File: config.mk
export PLATFORM = sky130hd
export DESIGN_NAME = mux4_rr_arbiter
export DESIGN_NICKNAME = d
export VERILOG_FILES = /design/src/rtl/mux4_rr_arbiter_pkg.sv /design/src/rtl/mux4_rr_arbiter_pick.sv /design/src/rtl/mux4_rr_arbiter.sv
export SDC_FILE = /design/constraint.sdc
export NUM_CORES = 1
export LEC_CHECK = 0
export BUFFER_PORTS_ARGS = -buffer_cell sky130_fd_sc_hd__buf_2
export CAP_MARGIN = 10
export CORE_MARGIN = 5
export CORE_UTILIZATION = 45
export DETAILED_ROUTE_END_ITERATION = 7
export GPL_TIMING_DRIVEN = 0
export PLACE_DENSITY = 0.72
export RECOVER_POWER = 25
export SYNTH_ARGS = -nofsm -noshare
export SYNTH_HDL_FRONTEND = slang
export SYNTH_HIERARCHICAL = 1
export SYNTH_SLANG_ARGS = --single-unit
File: constraint.sdc
create_clock -name clk -period 3.6 [get_ports clk]
set_clock_uncertainty 0.05 [all_clocks]
set_input_delay 0.36 -clock clk [delete_from_list [all_inputs] [get_ports clk]]
set_output_delay 0.36 -clock clk [all_outputs]
set_load 0.01 [all_outputs]
File: src/rtl/mux4_rr_arbiter_pkg.sv
// Shared constants, state encoding and grant helpers for the 4-way round-robin mux arbiter.
package mux4_rr_arbiter_pkg;

  localparam int N_REQ  = 4;
  localparam int IDX_W  = 2;
  localparam int HOLD_W = 4;

  localparam logic S_IDLE  = 1'b0;
  localparam logic S_GRANT = 1'b1;

  typedef enum logic {
    IDLE  = S_IDLE,
    GRANT = S_GRANT
  } state_e;

  function automatic logic [N_REQ-1:0] idx2onehot(input logic [IDX_W-1:0] idx);
    logic [N_REQ-1:0] v;
    v      = '0;
    v[idx] = 1'b1;
    return v;
  endfunction

endpackage

File: src/rtl/mux4_rr_arbiter_pick.sv
// Combinational rotating priority pick: first set request at or after start, wrapping.
// Zero latency; no backpressure, purely a function of its inputs.
module rr_pick
  import mux4_rr_arbiter_pkg::*;
(
  input  logic [N_REQ-1:0] req,
  input  logic [IDX_W-1:0] start,
  output logic             any,
  output logic [IDX_W-1:0] idx
);

  logic             found;
  logic [IDX_W-1:0] cand;

  always_comb begin
    any   = |req;
    idx   = start;
    found = 1'b0;
    cand  = start;
    for (int i = 0; i < N_REQ; i++) begin
      cand = start + IDX_W'(i);
      if (!found && req[cand]) begin
        idx   = cand;
        found = 1'b1;
      end
    end
  end

endmodule

File: src/rtl/mux4_rr_arbiter.sv
// Round-robin arbiter owning a 4:1 mux select; 1 cycle req->gnt, 1 more cycle gnt->dout/valid.
// No backpressure: a requester keeps the grant at most MAX_HOLD cycles while others wait.
module mux4_rr_arbiter
  import mux4_rr_arbiter_pkg::*;
#(
  parameter int DATA_W   = 1,
  parameter int MAX_HOLD = 4
) (
  input  logic                    clk,
  input  logic                    rst_n,
  input  logic [N_REQ-1:0]        req,
  input  logic [N_REQ*DATA_W-1:0] din,
  output logic [N_REQ-1:0]        gnt,
  output logic [IDX_W-1:0]        sel,
  output logic [DATA_W-1:0]       dout,
  output logic                    valid
);

  localparam logic [HOLD_W-1:0] HOLD_MAX = HOLD_W'(MAX_HOLD);

  state_e              state_q, state_d;
  logic [N_REQ-1:0]    gnt_q, gnt_d;
  logic [IDX_W-1:0]    sel_q, sel_d;
  logic [IDX_W-1:0]    last_q, last_d;
  logic [HOLD_W-1:0]   hold_cnt_q, hold_cnt_d;
  logic [DATA_W-1:0]   dout_q, dout_d;
  logic                valid_q, valid_d;

  logic                pick_any;
  logic [IDX_W-1:0]    pick_idx;
  logic [IDX_W-1:0]    pick_start;
  logic                grant_new;

  assign pick_start = last_q + 2'd1;

  rr_pick u_pick (
    .req   (req),
    .start (pick_start),
    .any   (pick_any),
    .idx   (pick_idx)
  );

  always_comb begin
    state_d    = state_q;
    gnt_d      = gnt_q;
    sel_d      = sel_q;
    last_d     = last_q;
    hold_cnt_d = hold_cnt_q;
    grant_new  = 1'b0;

    case (state_q)
      IDLE: begin
        if (pick_any) grant_new = 1'b1;
      end
      GRANT: begin
        if (!req[sel_q]) begin
          if (pick_any) begin
            grant_new = 1'b1;
          end else begin
            state_d    = IDLE;
            gnt_d      = '0;
            hold_cnt_d = '0;
          end
        end else if (hold_cnt_q < HOLD_MAX) begin
          hold_cnt_d = hold_cnt_q + 1'b1;
        end else begin
          // Search from last+1 reaches the owner itself only when nobody else waits.
          grant_new = 1'b1;
        end
      end
      default: state_d = IDLE;
    endcase

    if (grant_new) begin
      state_d    = GRANT;
      gnt_d      = idx2onehot(pick_idx);
      sel_d      = pick_idx;
      last_d     = pick_idx;
      hold_cnt_d = HOLD_W'(1);
    end
  end

  always_comb begin
    valid_d = |gnt_q;
    dout_d  = dout_q;
    if (|gnt_q) dout_d = din[sel_q*DATA_W +: DATA_W];
  end

  always_ff @(posedge clk or negedge rst_n) begin
    if (!rst_n) begin
      state_q    <= IDLE;
      gnt_q      <= '0;
      sel_q      <= '0;
      last_q     <= IDX_W'(N_REQ - 1);
      hold_cnt_q <= '0;
      dout_q     <= '0;
      valid_q    <= 1'b0;
    end else begin
      state_q    <= state_d;
      gnt_q      <= gnt_d;
      sel_q      <= sel_d;
      last_q     <= last_d;
      hold_cnt_q <= hold_cnt_d;
      dout_q     <= dout_d;
      valid_q    <= valid_d;
    end
  end

  assign gnt   = gnt_q;
  assign sel   = sel_q;
  assign dout  = dout_q;
  assign valid = valid_q;

endmodule

---- Yosys cells after proc, flatten, opt, wreduce, memory -nomap -nowiden ----
Index checks and enable logic that the tools add are counted.
word-level totals
  logic and storage cells ................. 71
  output and inout port bits .............. 8
  bits of input ports ..................... 10
  bits in registers ....................... 15
operators by class
  reduce and logical (&&, ||, !) cells .... 12
  shifts and indexed selects .............. 1
  bitwise logic cells ..................... 1
  $lt $le $gt $ge ......................... 8
  equal/unequal tests ..................... 4
  muxes and demuxes ....................... 33
  add/subtract/negate cells ............... 5
operators by type and width
  operator                                             number
  two-way mux 4 bit                                    8
  < comparator 2 x 3 -> 1 bit, second input constant   6
  two-way mux 1 bit                                    15
  binary-select mux 1 bit (select 2 bit)               5
  OR reduction 4 bit                                   2
  two-way mux 2 bit                                    3
  AND reduction 3 bit                                  2
  adder 2 x 1 -> 2 bit, second input constant          2
  adder 2 bit, second input constant                   2
  adder 4 x 1 -> 4 bit, second input constant          1
  logical AND 1 bit                                    4
  < comparator 4 x 3 -> 1 bit, second input constant   1
  indexed part select 4 x 3 -> 1 bit                   1
  logical NOT 1 bit                                    3
  != test 3 x 1 -> 1 bit, second input constant        1
  != test 3 x 2 -> 1 bit, second input constant        1
  demux 1 bit (select 2 bit)                           1
  >= comparator 2 x 1 -> 1 bit, second input constant  1
  != test 2 x 1 -> 1 bit, second input constant        1
  != test 2 bit, second input constant                 1
  case mux 1 bit (2 select lines)                      1
  nonzero test 2 bit                                   1
  NOT 1 bit                                            1

---- Depth between registers and ports, before layout ----
  depth after elaboration ................. 18
  depth in mapped cells ................... 6
  mapped depth without buffers ............ 6

---- By module ----
The synthesis kept the hierarchy.
by module, submodules not included
  module           times used  cells an instance  sequential area each (µm²)  area each (µm²)
  mux4_rr_arbiter  1           49                 377.9                       718.2
  rr_pick          1           16                 0.0                         96.3

---- Worst setup path before layout ----
OpenSTA, ideal clock, no wires.
  path kind ............................... reg-to-reg
  from .................................... register sel_q[0], in the netlist sel[0]
  to ...................................... register sel_q[0], in the netlist sel[0]
  arrival ................................. 1.617 ns
  period minus slack after synthesis ...... 1.792 ns
  stages on the path, launching flop included .. 5
  setup slack ............................. 1.808 ns
  setup time .............................. 0.125 ns
  required time ........................... 3.425 ns
  path buffers ............................ 0
  cells stage by stage .................... dfrtp_1 mux2_2 a32o_2 nor2_4 mux2_4
on the way
  cells in the longest elaborated chain, start to end .. 4
ends and longest elaborated chain
  what                                     line                    RTL
  from (decl)                              mux4_rr_arbiter.sv:23   logic [IDX_W-1:0] sel_q, sel_d;
  from (signal assigned)                   mux4_rr_arbiter.sv:101  sel_q <= sel_d;
  binary-select mux 1 bit (select 2 bit)   mux4_rr_arbiter.sv:56   if (!req[sel_q]) begin
  two-way mux 1 bit (implied by the code)  mux4_rr_arbiter.sv:56
  two-way mux 1 bit                        mux4_rr_arbiter.sv:56
  case mux 1 bit (2 select lines)          mux4_rr_arbiter.sv:51   case (state_q)
No other way between the ends. The select of a mux whose other input is x is not followed.
A chain may end at the register's enable or synchronous reset.

---- Final worst setup path ----
  from .................................... register last_q[1]
  to ...................................... register gnt_q[2], in the netlist gnt[2]
on the way
  cells in the longest elaborated chain, start to end .. 18
  elaborated cells on any way between the ends .. 30
  classes of those cells .................. 4 x add/sub; 2 x order compare; 17 x mux; 7 x reduce/logical
ends and longest elaborated chain
  what                                                                                                      line                        RTL
  from (decl)                                                                                               mux4_rr_arbiter.sv:24       logic [IDX_W-1:0] last_q, last_d;
  from (signal assigned)                                                                                    mux4_rr_arbiter.sv:94       last_q <= IDX_W'(N_REQ - 1);
  from (signal assigned)                                                                                    mux4_rr_arbiter.sv:102      last_q <= last_d;
  adder 2 x 1 -> 2 bit (*)                                                                                  mux4_rr_arbiter.sv:34       assign pick_start = last_q + 2'd1;
  named net pick_start[1]                                                                                   mux4_rr_arbiter.sv:31       logic [IDX_W-1:0] pick_start;
  parallel branches: the longest is 11 deep, another holds adder 2 x 1 -> 2 bit                             --
  two-way mux 2 bit (*)                                                                                     mux4_rr_arbiter_pick.sv:22  if (!found && req[cand]) begin
  named net pick_idx[0]                                                                                     mux4_rr_arbiter.sv:30       logic [IDX_W-1:0] pick_idx;
  < comparator 2 x 3 -> 1 bit (implied by the code) / >= comparator 2 x 1 -> 1 bit (equally long branches)  mux4_rr_arbiter_pkg.sv:19   v[idx] = 1'b1;
  logical AND 1 bit (implied by the code)                                                                   mux4_rr_arbiter_pkg.sv:19
  two-way mux 1 bit (implied by the code)                                                                   mux4_rr_arbiter_pkg.sv:19
  demux 1 bit (select 2 bit) (*)                                                                            mux4_rr_arbiter_pkg.sv:19
  two-way mux 4 bit (*)                                                                                     mux4_rr_arbiter.sv:74       if (grant_new) begin
  to (signal assigned)                                                                                      mux4_rr_arbiter.sv:100      gnt_q <= gnt_d;
  to (decl)                                                                                                 mux4_rr_arbiter.sv:22       logic [N_REQ-1:0] gnt_q, gnt_d;
Mark *: on every way through the listed nets, which the timed path passes. The select of a mux whose other input is x is not followed.

==> results.txt <==
Max Freq -> 528 MHz
Register area -> 378 um2
Required @ worst endpoint -> 3.72 ns
VDD IR max -> 0.512 mV
Largest net degree at the start of global routing -> 16
H-tree lvl count -> 1
Post-Route WL -> 1.50 mm
Clock tree buffer depth -> 2
Critical Path Start Type -> flip-flop
Fin cells -> 112
Reg-to-reg setup timing slack -> 1.71 ns
Crit-path cells -> xor2_1 > a21oi_1 > a221oi_2 > inv_1 > a32o_1
DRC Markers -> 0
Die X -> 52.5 um
Layout cells sized above 1 -> 41.4%
Count of cells resized by post-cts repair -> 0
Syn_area_per_cell -> 12.5 um2
Clock tree sinks -> 15
# IOs -> 18
Slowest Stage Delay on Critical Path -> 0.55 ns
Library cells used by synthesis -> 31
Max-cap viol count -> 0
DR iter-0 viols -> 17
Post-DRT Antenna Nets -> 0
Critical Path Source -> last_q[1]
Outcome -> complete, no violations
Worst min-delay path class -> flip-flop to flip-flop
Final setup viols -> 0
Root Driver -> clkbuf_4
Dpl hpwl -> 1.15 mm
HP Start -> hold_cnt_q[0]
DRT Pass-1 Iters -> 4
Crit path buffers/inverters -> 1
Critical path peak fanout -> 5
Std cell rows -> 15
Syn nets -> 76
Most frequent cells in the layout -> buf_2 (16), dfrtp_1 (13), inv_1 (5), mux2_4 (4), nor2_1 (4)
Post-synthesis async set-or-reset flop share -> 100%
Period Utilization, post-route -> 52.6%
Initial core utilization -> 47.2%
Area Growth Syn to Fin -> 18.7%
CTS Buf Count -> 3
Final Cell Area -> 967 um2
IO Port Bufs -> 17
Clock latency on the worst-skew pair -> 0.27 ns
RR Startpoint -> last_q[1]
Post-DP Area -> 931 um2
RePlAce Congestion -> 0.723
Post-synthesis cell area -> 815 um2
Post-Syn Instances -> 65
Worst relative slew slack -> 47.4%
Via Count -> 624
WHS Path Cells -> 1
Total congestion overflow -> 0
Core area -> 1730 um2
Placed insts -> 107
Worst-case reg-to-reg path depth -> 5
Clock transition at the registers of the reported paths -> 0.09 ns
Worst Hold End -> hold_cnt_q[0]
Critical path type -> flip-flop to flip-flop
CTS tree -> yes
Total Neg Setup Slack -> 0 ns
Initial antenna violation count -> 0
Critical R2R Capture -> gnt[2]
Slowest CP cell -> dfstp_2
Full die area -> 2760 um2
Unrepaired setup endpoints after global routing -> no
Fillers -> 164
Fin. max-slew vios -> 0
Min Tclk post-route -> 1.89 ns
Routed WL per cell -> 13.4 um
Net count of the finished layout -> 99
Crit path arrival time -> 2.01 ns
PwrDens -> 874 nW/um2
Critical path capture point type -> flip-flop
Worst slew pin tran -> 0.789 ns
Synth warnings -> 6
Via/cell ratio -> 5.57
# Post-CTS Setup Buffers -> 0
Fraction of the yosys area taken by sequential cells -> 46.4%
Most common cell after layout, fill and taps aside -> buf_2
Post-synth top flop -> dfrtp_1
Total GRT Usage -> 13.0%
Final Hold Fails -> 0
Post-synth EDFFs -> 0
Die height -> 52.5 um
Multi-input gate area -> 418 um2
Diode count -> 0
Leak pwr -> 0.453 nW
Synthesized flop and latch total -> 15
Kind of cell adding the most delay to the critical path -> compound AO/OA/AOI/OAI gates
Global-route wire length before repair -> 2.64 mm
Vias in the first global route -> 605
==> metrics by stage <==
step | setup slack [ns] | power, W | hold slack, ns | utilization (%)
after detailed placement | 1.75 | 0.000755 | 0.232 | 53.9
after CTS | 1.72 | 0.000855 | 0.458 | 56.1
after floorplan | 1.81 | 0.000646 | 0.0144 | -
after global routing | 1.55 | 0.000912 | 0.482 | 56.0
final | 1.71 | 0.000845 | 0.453 | 56.0
after global placement | 1.76 | 0.000744 | 0.233 | 53.9
==> worst max path at each step <==
| stage | endpoint | slack, ns | cells past startpoint |
|---|---|---|---|
| floorplan | sel[0] | 1.81 | 4 |
| global placement | gnt[2] | 1.76 | 5 |
| detailed placement | gnt[2] | 1.75 | 5 |
| CTS | gnt[2] | 1.72 | 5 |
| global route | gnt[2] | 1.55 | 5 |
| finish | gnt[2] | 1.71 | 5 |
==> repair_timing <==
item	4_1_cts	5_1_grt
setup endpoints to repair	0	0
hold buffers	1	0
hold endpoints to repair	13	0
==> cell usage after synthesis, types with 2 or more instances <==
cell type / number / share of area, %
dfrtp_1: 13 / 40
inv_1: 5 / 2.3
mux2_4: 4 / 7.4
nor2_1: 4 / 1.8
a32o_1: 3 / 3.7
nand2_1: 3 / 1.4
nand2b_1: 3 / 2.3
a22o_2: 2 / 2.5
and2_1: 2 / 1.5
dfstp_2: 2 / 6.5
mux2_2: 2 / 2.8
nor2b_1: 2 / 1.5
o21ai_0: 2 / 1.2
==> sequential cells by signal, indices dropped and copies added (netlist names) <==
register / flops
gnt: 4
state_q: 1
hold_cnt_q: 4
sel: 2
valid: 1
last_q: 2
dout: 1
==> kinds of logic (layout without fill, tap and decap cells) <==
family	count (synthesis)	in the layout	share of synthesized area, %
adder cells (fa/ha/maj)	1	1	1.54
AND/OR/NAND/NOR	21	21	15.8
buffers and inverters	5	27	2.30
flip-flops	15	15	46.4
AO/OA/AOI/OAI	14	14	18.3
XOR/XNOR	1	1	1.08
multiplexers	8	8	14.6
==> routing by layer <==
layer | vias to the layer above | GRT usage, % | wire length [um] | share of wire (%)
met3 | 2 | 4.27 | 117 | 7.8
li1 | 288 | - | - | -
met1 | 312 | 17.1 | 645 | 43
met4 | 0 | 2.55 | 9 | 0.60
met2 | 22 | 20.9 | 729 | 49
met5 | - | 0 | 0 | 0
==> where the power goes <==
part | leakage [nW] | total (W) | switching [W] | internal, W
Clock | 0.0177 | 0.0000938 | 0.0000527 | 0.0000411
Sequential | 0.179 | 0.000295 | 0.0000489 | 0.000246
Combinational | 0.256 | 0.000456 | 0.000224 | 0.000233
Total | 0.453 | 0.000845 | 0.000325 | 0.000520
==> cell type report <==
| class | count | share of cell area (%) |
|---|---|---|
| well taps | 25 | 3.23 |
| repair buffers | 18 | 9.70 |
| clock inverters | 1 | 0.517 |
| inverters | 5 | 1.94 |
| clock buffers | 3 | 2.33 |
| multi-input cells | 45 | 43.2 |
| flip-flops and latches | 15 | 39.1 |
Power figures use the tool's default switching activity.
